==> src/rtl/mem_port_arbiter_if.sv <==
// mem_port_arbiter_if: bundles the fetch-side, data-side and memory-side
// handshake signals of the unified memory port arbiter, plus its stall and
// error outputs. The "slave" modport is the arbiter's view. The "master"
// modport is the view of the surrounding pipeline and memory.
interface mem_port_arbiter_if #(
    parameter int ADDR_W = 32,
    parameter int DATA_W = 32
);
    // Fetch stage
    logic              IReq;
    logic [ADDR_W-1:0] IAddr;
    logic [DATA_W-1:0] IRdata;
    logic              IDone;
    logic              FetchKill;
    // Memory stage
    logic              DReq;
    logic              DWe;
    logic [ADDR_W-1:0] DAddr;
    logic [DATA_W-1:0] DWdata;
    logic [DATA_W-1:0] DRdata;
    logic              DDone;
    // Memory port
    logic              MReq;
    logic              MWe;
    logic [ADDR_W-1:0] MAddr;
    logic [DATA_W-1:0] MWdata;
    logic [DATA_W-1:0] MRdata;
    logic              MReady;
    // Pipeline control
    logic              StallFetch;
    logic              StallAll;
    logic              MemErr;

    modport slave (
        input  IReq, IAddr, FetchKill, DReq, DWe, DAddr, DWdata, MRdata, MReady,
        output IRdata, IDone, DRdata, DDone, MReq, MWe, MAddr, MWdata,
               StallFetch, StallAll, MemErr
    );

    modport master (
        output IReq, IAddr, FetchKill, DReq, DWe, DAddr, DWdata, MRdata, MReady,
        input  IRdata, IDone, DRdata, DDone, MReq, MWe, MAddr, MWdata,
               StallFetch, StallAll, MemErr
    );
endinterface

==> src/rtl/mem_port_arbiter.sv <==
// mem_port_arbiter: shares one unified memory port between instruction
// fetch and the memory stage. Data accesses win unless the previous grant
// was data, so both requesters alternate under contention. A fetch made
// stale by a redirect (FetchKill) completes silently and is re-issued.
// Stall outputs cover the multi-cycle access.
// Optional feature: define MEM_ARB_TIMEOUT_EN to abort a transfer after
// TIMEOUT cycles without MReady. The abort raises a sticky MemErr and
// returns a NOP for a fetch or zero for a load.
module mem_port_arbiter #(
    parameter int ADDR_W  = 32,
    parameter int DATA_W  = 32,
    parameter int TIMEOUT = 15
) (
    input  logic               clk,
    input  logic               rst_n,
    mem_port_arbiter_if.slave  bus
);
    typedef enum logic [2:0] {
        S_IDLE,
        S_IFETCH,
        S_DACC,
        S_IDONE,
        S_DDONE
    } state_t;

    localparam logic [DATA_W-1:0] NOP_INSN = DATA_W'(32'h0000_0013);

    if (TIMEOUT < 1) begin : g_bad_timeout
        $error("mem_port_arbiter: TIMEOUT must be at least 1");
    end

    state_t            state_q;
    logic              mreq_q;
    logic              mwe_q;
    logic [ADDR_W-1:0] maddr_q;
    logic [DATA_W-1:0] mwdata_q;
    logic [DATA_W-1:0] irdata_q;
    logic [DATA_W-1:0] drdata_q;
    logic              idone_q;
    logic              ddone_q;
    logic              last_d_q;
    logic              kill_q;

    // A transfer ends on MReady or on timeout. The end also selects the
    // value returned to the requester.
    logic              xfer_end;
    logic              timeout_hit;
    logic [DATA_W-1:0] fetch_rdata;
    logic [DATA_W-1:0] load_rdata;

`ifdef MEM_ARB_TIMEOUT_EN
    localparam int CNT_W = $clog2(TIMEOUT + 1);
    logic [CNT_W-1:0] cnt_q;
    logic             mem_err_q;
`endif

    // End-of-transfer detection and the data returned to the requester
    always_comb begin
        // NOTE: every output of this block gets a default first, so no path leaves it unassigned and no latch is inferred.
        timeout_hit = 1'b0;
`ifdef MEM_ARB_TIMEOUT_EN
        timeout_hit = !bus.MReady && (cnt_q == CNT_W'(TIMEOUT - 1));
`endif
        xfer_end    = bus.MReady || timeout_hit;
        fetch_rdata = bus.MReady ? bus.MRdata : NOP_INSN;
        load_rdata  = bus.MReady ? bus.MRdata : '0;
    end

    // Arbitration FSM with registered memory-port and completion outputs
    always_ff @(posedge clk or negedge rst_n) begin
        if (!rst_n) begin
            state_q  <= S_IDLE;
            mreq_q   <= 1'b0;
            mwe_q    <= 1'b0;
            maddr_q  <= '0;
            mwdata_q <= '0;
            irdata_q <= '0;
            drdata_q <= '0;
            idone_q  <= 1'b0;
            ddone_q  <= 1'b0;
            last_d_q <= 1'b0;
            kill_q   <= 1'b0;
`ifdef MEM_ARB_TIMEOUT_EN
            cnt_q     <= '0;
            mem_err_q <= 1'b0;
`endif
        end else begin
            // NOTE: non-blocking assignments, so every register here samples pre-edge values.
            case (state_q)
                S_IDLE: begin
                    // A redirect seen here also covers a fetch granted in this same cycle.
                    kill_q <= kill_q | bus.FetchKill;
                    if (bus.DReq && !(bus.IReq && last_d_q)) begin
                        mreq_q   <= 1'b1;
                        mwe_q    <= bus.DWe;
                        maddr_q  <= bus.DAddr;
                        mwdata_q <= bus.DWdata;
                        state_q  <= S_DACC;
`ifdef MEM_ARB_TIMEOUT_EN
                        cnt_q    <= '0;
`endif
                    end else if (bus.IReq) begin
                        mreq_q   <= 1'b1;
                        mwe_q    <= 1'b0;
                        maddr_q  <= bus.IAddr;
                        mwdata_q <= '0;
                        last_d_q <= 1'b0;
                        state_q  <= S_IFETCH;
`ifdef MEM_ARB_TIMEOUT_EN
                        cnt_q    <= '0;
`endif
                    end
                end
                S_IFETCH: begin
                    if (xfer_end) begin
                        mreq_q <= 1'b0;
                        if (kill_q || bus.FetchKill) begin
                            // Stale fetch: drop the data and go back to re-issue at the new PC.
                            kill_q  <= 1'b0;
                            state_q <= S_IDLE;
                        end else begin
                            irdata_q <= fetch_rdata;
                            idone_q  <= 1'b1;
                            state_q  <= S_IDONE;
                        end
`ifdef MEM_ARB_TIMEOUT_EN
                        mem_err_q <= mem_err_q | timeout_hit;
`endif
                    end else begin
                        kill_q <= kill_q | bus.FetchKill;
`ifdef MEM_ARB_TIMEOUT_EN
                        cnt_q  <= cnt_q + 1'b1;
`endif
                    end
                end
                S_DACC: begin
                    if (xfer_end) begin
                        mreq_q   <= 1'b0;
                        drdata_q <= load_rdata;
                        ddone_q  <= 1'b1;
                        last_d_q <= 1'b1;
                        state_q  <= S_DDONE;
`ifdef MEM_ARB_TIMEOUT_EN
                        mem_err_q <= mem_err_q | timeout_hit;
`endif
                    end else begin
`ifdef MEM_ARB_TIMEOUT_EN
                        cnt_q <= cnt_q + 1'b1;
`endif
                    end
                end
                S_IDONE: begin
                    idone_q <= 1'b0;
                    state_q <= S_IDLE;
                end
                S_DDONE: begin
                    ddone_q <= 1'b0;
                    state_q <= S_IDLE;
                end
                default: state_q <= S_IDLE;
            endcase
        end
    end

    assign bus.MReq   = mreq_q;
    assign bus.MWe    = mwe_q;
    assign bus.MAddr  = maddr_q;
    assign bus.MWdata = mwdata_q;
    assign bus.IRdata = irdata_q;
    assign bus.DRdata = drdata_q;
    assign bus.IDone  = idone_q;
    assign bus.DDone  = ddone_q;

    // Stalls are combinational so that they release in the Done cycle itself.
    assign bus.StallFetch = bus.IReq & ~idone_q;
    assign bus.StallAll   = bus.DReq & ~ddone_q;

`ifdef MEM_ARB_TIMEOUT_EN
    assign bus.MemErr = mem_err_q;
`else
    assign bus.MemErr = 1'b0;
`endif
endmodule

==> src/flat_wrapper.sv <==
// flat-port wrapper written by rule: the top's interface ports become plain ports
module mem_port_arbiter_flat 
#(
    parameter int ADDR_W  = 32,
    parameter int DATA_W  = 32,
    parameter int TIMEOUT = 15
)
  (clk, rst_n, bus_IReq, bus_IAddr, bus_FetchKill, bus_DReq, bus_DWe, bus_DAddr, bus_DWdata, bus_MRdata, bus_MReady, bus_IRdata, bus_IDone, bus_DRdata, bus_DDone, bus_MReq, bus_MWe, bus_MAddr, bus_MWdata, bus_StallFetch, bus_StallAll, bus_MemErr);
  mem_port_arbiter_if #(.ADDR_W(ADDR_W), .DATA_W(DATA_W)) bus_i ();
  input  logic clk;
  input  logic rst_n;
  input wire logic [$bits(bus_i.IReq)-1:0] bus_IReq;
  input wire logic [$bits(bus_i.IAddr)-1:0] bus_IAddr;
  input wire logic [$bits(bus_i.FetchKill)-1:0] bus_FetchKill;
  input wire logic [$bits(bus_i.DReq)-1:0] bus_DReq;
  input wire logic [$bits(bus_i.DWe)-1:0] bus_DWe;
  input wire logic [$bits(bus_i.DAddr)-1:0] bus_DAddr;
  input wire logic [$bits(bus_i.DWdata)-1:0] bus_DWdata;
  input wire logic [$bits(bus_i.MRdata)-1:0] bus_MRdata;
  input wire logic [$bits(bus_i.MReady)-1:0] bus_MReady;
  output wire logic [$bits(bus_i.IRdata)-1:0] bus_IRdata;
  output wire logic [$bits(bus_i.IDone)-1:0] bus_IDone;
  output wire logic [$bits(bus_i.DRdata)-1:0] bus_DRdata;
  output wire logic [$bits(bus_i.DDone)-1:0] bus_DDone;
  output wire logic [$bits(bus_i.MReq)-1:0] bus_MReq;
  output wire logic [$bits(bus_i.MWe)-1:0] bus_MWe;
  output wire logic [$bits(bus_i.MAddr)-1:0] bus_MAddr;
  output wire logic [$bits(bus_i.MWdata)-1:0] bus_MWdata;
  output wire logic [$bits(bus_i.StallFetch)-1:0] bus_StallFetch;
  output wire logic [$bits(bus_i.StallAll)-1:0] bus_StallAll;
  output wire logic [$bits(bus_i.MemErr)-1:0] bus_MemErr;
  assign bus_i.IReq = bus_IReq;
  assign bus_i.IAddr = bus_IAddr;
  assign bus_i.FetchKill = bus_FetchKill;
  assign bus_i.DReq = bus_DReq;
  assign bus_i.DWe = bus_DWe;
  assign bus_i.DAddr = bus_DAddr;
  assign bus_i.DWdata = bus_DWdata;
  assign bus_i.MRdata = bus_MRdata;
  assign bus_i.MReady = bus_MReady;
  assign bus_IRdata = bus_i.IRdata;
  assign bus_IDone = bus_i.IDone;
  assign bus_DRdata = bus_i.DRdata;
  assign bus_DDone = bus_i.DDone;
  assign bus_MReq = bus_i.MReq;
  assign bus_MWe = bus_i.MWe;
  assign bus_MAddr = bus_i.MAddr;
  assign bus_MWdata = bus_i.MWdata;
  assign bus_StallFetch = bus_i.StallFetch;
  assign bus_StallAll = bus_i.StallAll;
  assign bus_MemErr = bus_i.MemErr;
  mem_port_arbiter #(.ADDR_W(ADDR_W), .DATA_W(DATA_W), .TIMEOUT(TIMEOUT)) u_core (.clk(clk), .rst_n(rst_n), .bus(bus_i));
endmodule
==> config.mk <==
export PLATFORM = sky130hd
export DESIGN_NAME = mem_port_arbiter_flat
export DESIGN_NICKNAME = d
export VERILOG_FILES = /design/src/rtl/mem_port_arbiter_if.sv /design/src/rtl/mem_port_arbiter.sv /design/src/flat_wrapper.sv
export SDC_FILE = /design/constraint.sdc
export NUM_CORES = 1
export LEC_CHECK = 0
export ABC_AREA = 1
export CAP_MARGIN = 30
export CORE_MARGIN = 3
export CORE_UTILIZATION = 43
export DETAILED_ROUTE_END_ITERATION = 8
export DONT_BUFFER_PORTS = 1
export SYNTH_ARGS = -nofsm -noshare
export SYNTH_HDL_FRONTEND = slang
export SYNTH_SLANG_ARGS = --single-unit
==> constraint.sdc <==
create_clock -name clk -period 1.8 [get_ports clk]
set_input_delay 0.27 -clock clk [delete_from_list [all_inputs] [get_ports clk]]
set_output_delay 0.27 -clock clk [all_outputs]
set_load 0.005 [all_outputs]
==> Word-level counts from Yosys, hierarchy flattened <==
Cells that the tools add are included.
{ "word_totals": {"input_bits": 135, "word_cells": 76, "output_inout_bits": 135, "reg_bits": 137} }
{ "op_classes": {"bitwise_logic": 6, "eq_ne": 12, "n_reduce_logical": 21, "mux": 26} }
{ "ops": {"columns": ["cell", "count"], "rows": [
  ["$mux 32", 4],
  ["$mux 3", 4],
  ["$reduce_and 3->1", 4],
  ["$reduce_bool 2->1", 6],
  ["$mux 1", 11],
  ["$ne 2x2->1 const B", 5],
  ["$pmux 1 s2", 5],
  ["$pmux 3 s3", 1],
  ["$reduce_and 2->1", 4],
  ["$eq 3x2->1 const B", 2],
  ["$ne 3x2->1 const B", 2],
  ["$reduce_and 4->1", 1],
  ["$eq 3x1->1 const B", 1],
  ["$eq 3x3->1 const B", 1],
  ["$logic_not 3->1", 1],
  ["$not 1->1", 3],
  ["$and 1x1->1", 2],
  ["$logic_and 1x1->1", 2],
  ["$mux 2", 1],
  ["$ne 2x1->1 const B", 1],
  ["$reduce_or 2->1", 1],
  ["$logic_not 1->1", 1],
  ["$logic_or 1x1->1", 1],
  ["$or 1x1->1", 1]
]} }

==> Depth between registers and ports, before layout <==
Gate-level depths: netlist (run 1).
{ "logic_depth": {"ltp_word": 5, "mapped_depth": 9, "mapped_depth_nobuf": 7} }

==> Least setup slack after synthesis (run 1) <==
Ideal clock, no wire load.
{ "synth_timing": {"path_kind": "reg2reg", "startpoint": "register u_core.state_q[1]", "endpoint": "register u_core.maddr_q[13], in the netlist u_core.bus.MAddr[13]", "arrival_time_ps": 1195, "n_path_buf": 2, "stages_incl_launch_ff": 9, "setup_time_ps": 122, "slack_ps": 484, "synth_period_minus_slack_ps": 1316, "t_required_ps": 1678, "cell_sequence": "dfrtp_1 nor2_2 nand2_1 nor2_4 inv_2 buf_6 buf_6 nand2_1 o21ai_1"} }
{ "synth_via": {"elab_chain_len": 2} }
{ "synth_rtl": {"columns": ["item", "line", "text"], "rows": [
  ["start: declaration", "mem_port_arbiter.sv:32", "state_t state_q;"],
  ["start signal: assignment", "mem_port_arbiter.sv:72", "state_q <= S_IDLE;"],
  ["start signal: assignment", "mem_port_arbiter.sv:98", "state_q <= S_DACC;"],
  ["start signal: assignment", "mem_port_arbiter.sv:108", "state_q <= S_IFETCH;"],
  ["$logic_not 3->1", "mem_port_arbiter.sv:89", "case (state_q)"],
  ["$reduce_and 2->1 (no line)", null, null],
  ["end signal: assignment", "mem_port_arbiter.sv:96", "maddr_q <= bus.DAddr;"],
  ["end signal: assignment", "mem_port_arbiter.sv:105", "maddr_q <= bus.IAddr;"],
  ["end: declaration", "mem_port_arbiter.sv:35", "logic [ADDR_W-1:0] maddr_q;"]
]} }
No other way between the ends.
A chain may end at the register's enable or synchronous reset.

==> Final worst setup path (run 1) <==
{ "layout_timing": {"startpoint": "register u_core.state_q[2]", "endpoint": "register u_core.maddr_q[18], in the netlist u_core.bus.MAddr[18]"} }
Same word-level chain as after synthesis.

==> flow_summary.yaml, run 1 <==
floorplan:
  fp.dieArea_um2: 14580
  die_h_um: 120.7
  die_w_um: 120.7
  io_pins: 270
  coreArea_um2: 12720
  rows: 41
  start_util: 0.4450
placement:
  globalplace.congestion: 0.7669
  io_buffers: 0
  dpl.hpwl_um: 10010
synthesis:
  synth_area_per_cell_um2: 9.102
  yosysSeqAreaShare: 0.6055
  synth_fp_nets: 757
  syn_inst: 622
  synth_top_area_share: 0.6055
  synth-seq-cells: 137
  synth.area.top_cells: "dfrtp_1, nand2_1, o21ai_1"
  synth_area_um2: 5662
  yosysTopAreaCell: "dfrtp_1"
  synth_cell_type_count: 21
  yosysWarnings: 0
setup_path:
  slowest_stage: "dfrtp_1"
  crit_path_max_fanout: 44
  crit_path_start_kind: "flip-flop"
  slowest_delay_ps: 440
  crit_chain: "inv_2 -> nand2_1 -> nor2_4 -> inv_2 -> buf_12 -> nand2_1 -> o21ai_1"
  arrival_ps: 1920
  critPathRequiredTime_ps: 2130
  crit_type: "flip-flop to flip-flop"
  endpoint_kind: "flip-flop"
grt:
  grt_pass1_vias: 4384
  grt_start_max_net_pins: 138
  track_usage: 0.2039
  grt_antenna_before_repair: 0
  grt_overflow: 0
  grt_pass1_wl_um: 23170
cts:
  ctsHtreeMaxLevel: 4
  cts_resized: 0
  holdBufCountCts: 44
  cts_buffers: 17
  clk_pin_slew_ps: 60
  cts_tree: "built"
  clk_path_buf_depth: 2
  worstSkewPairLatency_ps: 410
  post_cts_buffers: 0
  cts.sinks: 137
  clockRootBuffer: "clkbuf_16"
power:
  powerDensity_nw_per_um2: 1734
  vdd_ir_drop_max_v: 0.0008175
  p_leak_uw: 0.003371
cells_and_area:
  antenna_cells: 0
  final_nets: 792
  drive_gt1_frac: 0.1015
  syn_to_final_growth_pct: 20.07
timing:
  slew_viol_final: 0
  fin_setup_tns_ps: 0
  whs_ps: -448.4
  fin_crit_sh: 0.8794
  clock_skew_ps: 7.947
  setup_viol: 0
  max_freq_mhz: 631.8
  rsz0062_at_grt: "false"
  hold_viol: 137
  fin_crit_ps: 1583
detailed_routing:
  drtIter0Drc: 324
  ant_nets: 0
  routed_via_density: 5.128
  drc_errors: 0
  drt-total-wl_um: 14780
  firstDrtPassIters: 5
  post_drt_wl_per_cell_um: 17.55
  route.vias.total: 4318
outcome:
  run_status: "finished, violations left"
  violations: "hold timing"
flow_run:
  cap_violations: 0
worst_hold_path:
  min_path_type: "input pin to asynchronous set/reset pin"
[area by class of cell]
type                    count  area [um^2]
fillers                  1168         5924
clock inverters            11        145.1
clock buffers              21        460.4
repair buffers             54        565.5
flip-flops and latches    137         3428
well taps                 172        215.2
multi-input cells         402         1814
inverters                  45        168.9
[logic make-up (layout without fill, tap and decap cells)]
kind of cell	after synthesis	after routing	synth area share
AOI/OAI and AO/OA	132	132	0.1275
buffers and inverters	83	131	0.07403
DFF	137	137	0.6055
other	1	1	0.0006623
and+or+nand+nor	269	269	0.1923
[synth_stat cells]
cell	n
o21ai_1	62
buf_2	14
nor2_1	40
nor2_4	1
nand2_1	186
nand3_2	2
buf_6	11
buf_4	2
nand3_1	36
nor2_2	2
inv_1	40
nor3_2	1
a31oi_1	1
clkbuf_1	11
conb_1	1
dfrtp_1	137
a21oi_1	2
nand2_2	1
o21ai_2	16
inv_2	5
o21ai_0	51
[layer usage]
layer  wire (um)  global-route usage
met1        5410              0.2287
met2        7399              0.3433
met3        1728              0.1006
met4         236             0.06020
met5           0                   0
[per-stage QoR]
step	utilization	std cells	setup slack, ps	total power [uW]	instance area (um^2)
after global routing	0.5343	842	71.93	12650	6798
after detailed placement	0.4521	766	235.7	8267	5752
final	0.5343	842	217.1	11790	6798
after CTS	0.5343	842	220.1	11920	6798
after floorplan	-	622	483.8	7442	5662
after global placement	0.4521	766	306.3	8115	5752
[critical path, delay by kind of cell (launching register included)]
family,cells,cell delay (ps)
flip-flops,1,440
AND/OR/NAND/NOR,3,290
buffers and inverters,3,660
AO/OA/AOI/OAI,1,90
[sequential cells by signal (all words and copies together) (netlist names)]
signal / cells
u_core.bus.DRdata: 32
u_core.bus.IRdata: 32
u_core.bus.MAddr: 32
u_core.bus.MWdata: 32
u_core.state_q: 3
u_core.bus.DDone: 1
u_core.bus.IDone: 1
u_core.bus.MReq: 1
u_core.bus.MWe: 1
u_core.kill_q: 1
u_core.last_d_q: 1
[report_power, final]
part | switching (uW) | internal, uW | total [uW]
sequential | 1190 | 4400 | 5590
combinational | 1650 | 1020 | 2670
clock | 1270 | 2250 | 3520
[path summary, 6_finish.rpt]
check                                                    from                                 to  slack [ps]  cells after the start
worst max-delay path            u_core.state_q[2]$_DFFE_PN0P_   u_core.bus.MAddr[18]$_DFFE_PN0P_         220                      7
worst min-delay path                                    rst_n  u_core.bus.IRdata[16]$_DFFE_PN0P_        -450                      0
worst max register to register  u_core.state_q[2]$_DFFE_PN0P_   u_core.bus.MAddr[18]$_DFFE_PN0P_         220                      7
worst min register to register    u_core.last_d_q$_DFFE_PN0P_        u_core.last_d_q$_DFFE_PN0P_         480                      2
max in group asynchronous                               rst_n  u_core.bus.MWdata[15]$_DFFE_PN0P_        2030                      0
min in group clk                               bus_MRdata[10]  u_core.bus.IRdata[10]$_DFFE_PN0P_          20                      2
[cells in the final DEF, fill, tap and decap left out, drive strengths merged]
master	instances
clkinv	4
o21ai	129
dlygate4sd3	44
dfrtp	137
nand2	187
clkinvlp	3
nor3	1
a21oi	2
inv	46
bufinv	3
nand3	38
buf	10
a31oi	1
nor2	43
clkbuf	21
conb	1
No activity file was read; power rests on OpenSTA's default activity.
==> run 2: changes to the inputs <==
--- a/config.mk
+++ b/config.mk
@@ -11,6 +11,7 @@
 export CORE_UTILIZATION = 43
 export DETAILED_ROUTE_END_ITERATION = 8
 export DONT_BUFFER_PORTS = 1
+export SLEW_MARGIN = 40
 export SYNTH_ARGS = -nofsm -noshare
 export SYNTH_HDL_FRONTEND = slang
 export SYNTH_SLANG_ARGS = --single-unit
==> results of run 2 <==
No change in the layout: final DEF, timing and power equal those of run 1.
==> run 3: changes to the inputs <==
--- a/config.mk
+++ b/config.mk
@@ -8,9 +8,11 @@
 export ABC_AREA = 1
 export CAP_MARGIN = 30
 export CORE_MARGIN = 3
-export CORE_UTILIZATION = 43
+export CORE_UTILIZATION = 35
 export DETAILED_ROUTE_END_ITERATION = 8
 export DONT_BUFFER_PORTS = 1
+export MAX_ROUTING_LAYER = met4
+export SKIP_CTS_REPAIR_TIMING = 1
 export SLEW_MARGIN = 40
 export SYNTH_ARGS = -nofsm -noshare
 export SYNTH_HDL_FRONTEND = slang
==> run 3 against run 2 <==
  * Via count fell by 0.35%
  * Die area increased by 22%
  * Power is 0.84% lower
  * Hold slack improved by 2.4 ps
  * The flow still finishes with violations (hold timing)
  * Clock skew down 1.3 ps
  * Sequential cell count is the same
  * Register-to-register slack improved by 20 ps
  * Maximum frequency up 1.3%
  * Count of clock-buffer cells in the layout down 2
  * Non-clock buffer count fell by 23
  * Global-route usage shrank 3.5 points
==> flow_summary.yaml, run 3 (synthesized netlist as in run 1, its figures left out) <==
flow_run:
  cap_violations: 0
timing:
  max_freq_mhz: 639.9
  fin_crit_ps: 1563
  fin_crit_sh: 0.8682
  rsz0062_at_grt: "false"
  fin_setup_tns_ps: 0
  setup_viol: 0
  hold_viol: 139
  clock_skew_ps: 6.693
  whs_ps: -446.0
  slew_viol_final: 0
cells_and_area:
  syn_to_final_growth_pct: 16.57
  final_common_cell: "nand2_1"
  final_cell_mix: "nand2_1, dfrtp_1, o21ai_1"
  final_nets: 769
  fill_cells: 1515
  drive_gt1_frac: 0.1066
  fin_area_um2: 6600
  antenna_cells: 0
power:
  power_uw: 11690
  p_seq_frac: 0.477
  clockPowerShare: 0.291
  vdd_ir_drop_max_v: 0.0007086
  p_leak_uw: 0.003272
  intPower_uw: 7432
  p_sw_frac: 0.3641
  powerDensity_nw_per_um2: 1771
  power_switching_uw: 4255
  combPwrFrac: 0.232
setup_path:
  crit_path_start_kind: "flip-flop"
  crit_type: "flip-flop to flip-flop"
  arrival_ps: 1890
  crit_path_max_fanout: 45
  endpoint_kind: "flip-flop"
  critPathRequiredTime_ps: 2130
floorplan:
  coreArea_um2: 15540
  start_util: 0.3643
  die_w_um: 133.2
  rows: 45
  fp.dieArea_um2: 17740
  die_h_um: 133.2
  io_pins: 270
cts:
  clk_pin_slew_ps: 60
  cts_tree: "built"
  ctsHtreeMaxLevel: 4
  worstSkewPairLatency_ps: 410
  clk_path_buf_depth: 2
  cts.sinks: 137
  cts_buffers: 17
  clockRootBuffer: "clkbuf_16"
detailed_routing:
  drc_errors: 0
  firstDrtPassIters: 4
  drtIter0Drc: 240
  post_drt_wl_per_cell_um: 17.59
  drt-total-wl_um: 15100
  ant_nets: 0
  route.vias.total: 4303
  routed_via_density: 5.015
worst_hold_path:
  min_path_type: "input pin to asynchronous set/reset pin"
grt:
  grt_pass1_wl_um: 22850
  grt_start_max_net_pins: 138
  grt_overflow: 0
  grt_pass1_vias: 4214
  track_usage: 0.1685
  grt_antenna_before_repair: 0
outcome:
  run_status: "finished, violations left"
  violations: "hold timing"
placement:
  dpl_cell_area_um2: 5793
  globalplace.congestion: 0.7981
  dpl.hpwl_um: 10460
  io_buffers: 0
run 3: cell count changes in the layout (fill, tap and decap cells not counted):
cell | before | now
inv_6 | 1 | 4
bufinv_16 | 3 | 1
buf_4 | 6 | 5
clkinvlp_4 | 3 | 2
inv_8 | 0 | 2
clkinv_2 | 3 | 1
clkinv_4 | 1 | 3
clkbuf_1 | 2 | 0
dlygate4sd3_1 | 44 | 22
run 3: power by group through the flow:
stage	clock, uW	sequential (uW)	combinational [uW]
after floorplan	0	5210	2230
after global placement	0	5620	2500
after detailed placement	0	5630	2690
after CTS	3510	5600	2670
after global routing	3640	5720	3140
final	3400	5570	2710
run 3: area by class of cell:
class                   instances  area, um^2  share of cell area
clock buffers                  19       452.9             0.06863
repair buffers                 31       337.8             0.05118
clock inverters                13       133.9             0.02028
well taps                     211       264.0             0.04000
flip-flops and latches        137        3428              0.5194
inverters                      45       168.9             0.02559
multi-input cells             402        1814              0.2749
run 3: routing by layer:
metal / part of all wire / global-route usage / vias up
met5: 0 / - / -
met1: 0.37 / 0.1831 / 2054
met4: 0.015 / 0.05886 / 0
met2: 0.50 / 0.2740 / 222
li1: - / - / 2011
met3: 0.11 / 0.07704 / 16
run 3: worst max-delay path, cell delays in order (launching register included):
cell and delay (ps):
dfrtp_1 440, nor2_2 80, nand2_1 140, nor2_4 50, inv_2 300, buf_12 270, nand2_1 80, o21ai_1 90
run 3: worst paths after layout:
kind                                                      to                           from  depth (start not counted)  slack (ps)
min reg2reg                      u_core.last_d_q$_DFFE_PN0P_    u_core.last_d_q$_DFFE_PN0P_                          2         470
min                         u_core.bus.IRdata[7]$_DFFE_PN0P_                          rst_n                          0        -450
min in group clk           u_core.bus.MWdata[19]$_DFFE_PN0P_                 bus_DWdata[19]                          2           0
max in group asynchronous    u_core.bus.MAddr[2]$_DFFE_PN0P_                          rst_n                          0        1980
max reg2reg                  u_core.bus.MAddr[2]$_DFFE_PN0P_  u_core.state_q[1]$_DFFE_PN0P_                          7         240
max                          u_core.bus.MAddr[2]$_DFFE_PN0P_  u_core.state_q[1]$_DFFE_PN0P_                          7         240
run 3: metrics by stage:
stage	hold WS, ps	util	setup slack, ps	instances
after floorplan	-25.59	-	483.8	622
after global placement	-21.69	0.3728	335.5	804
after detailed placement	-22.54	0.3728	272.6	804
after CTS	-474.0	0.4105	247.5	836
after global routing	-477.8	0.4247	81.52	858
final	-446.0	0.4247	237.3	858
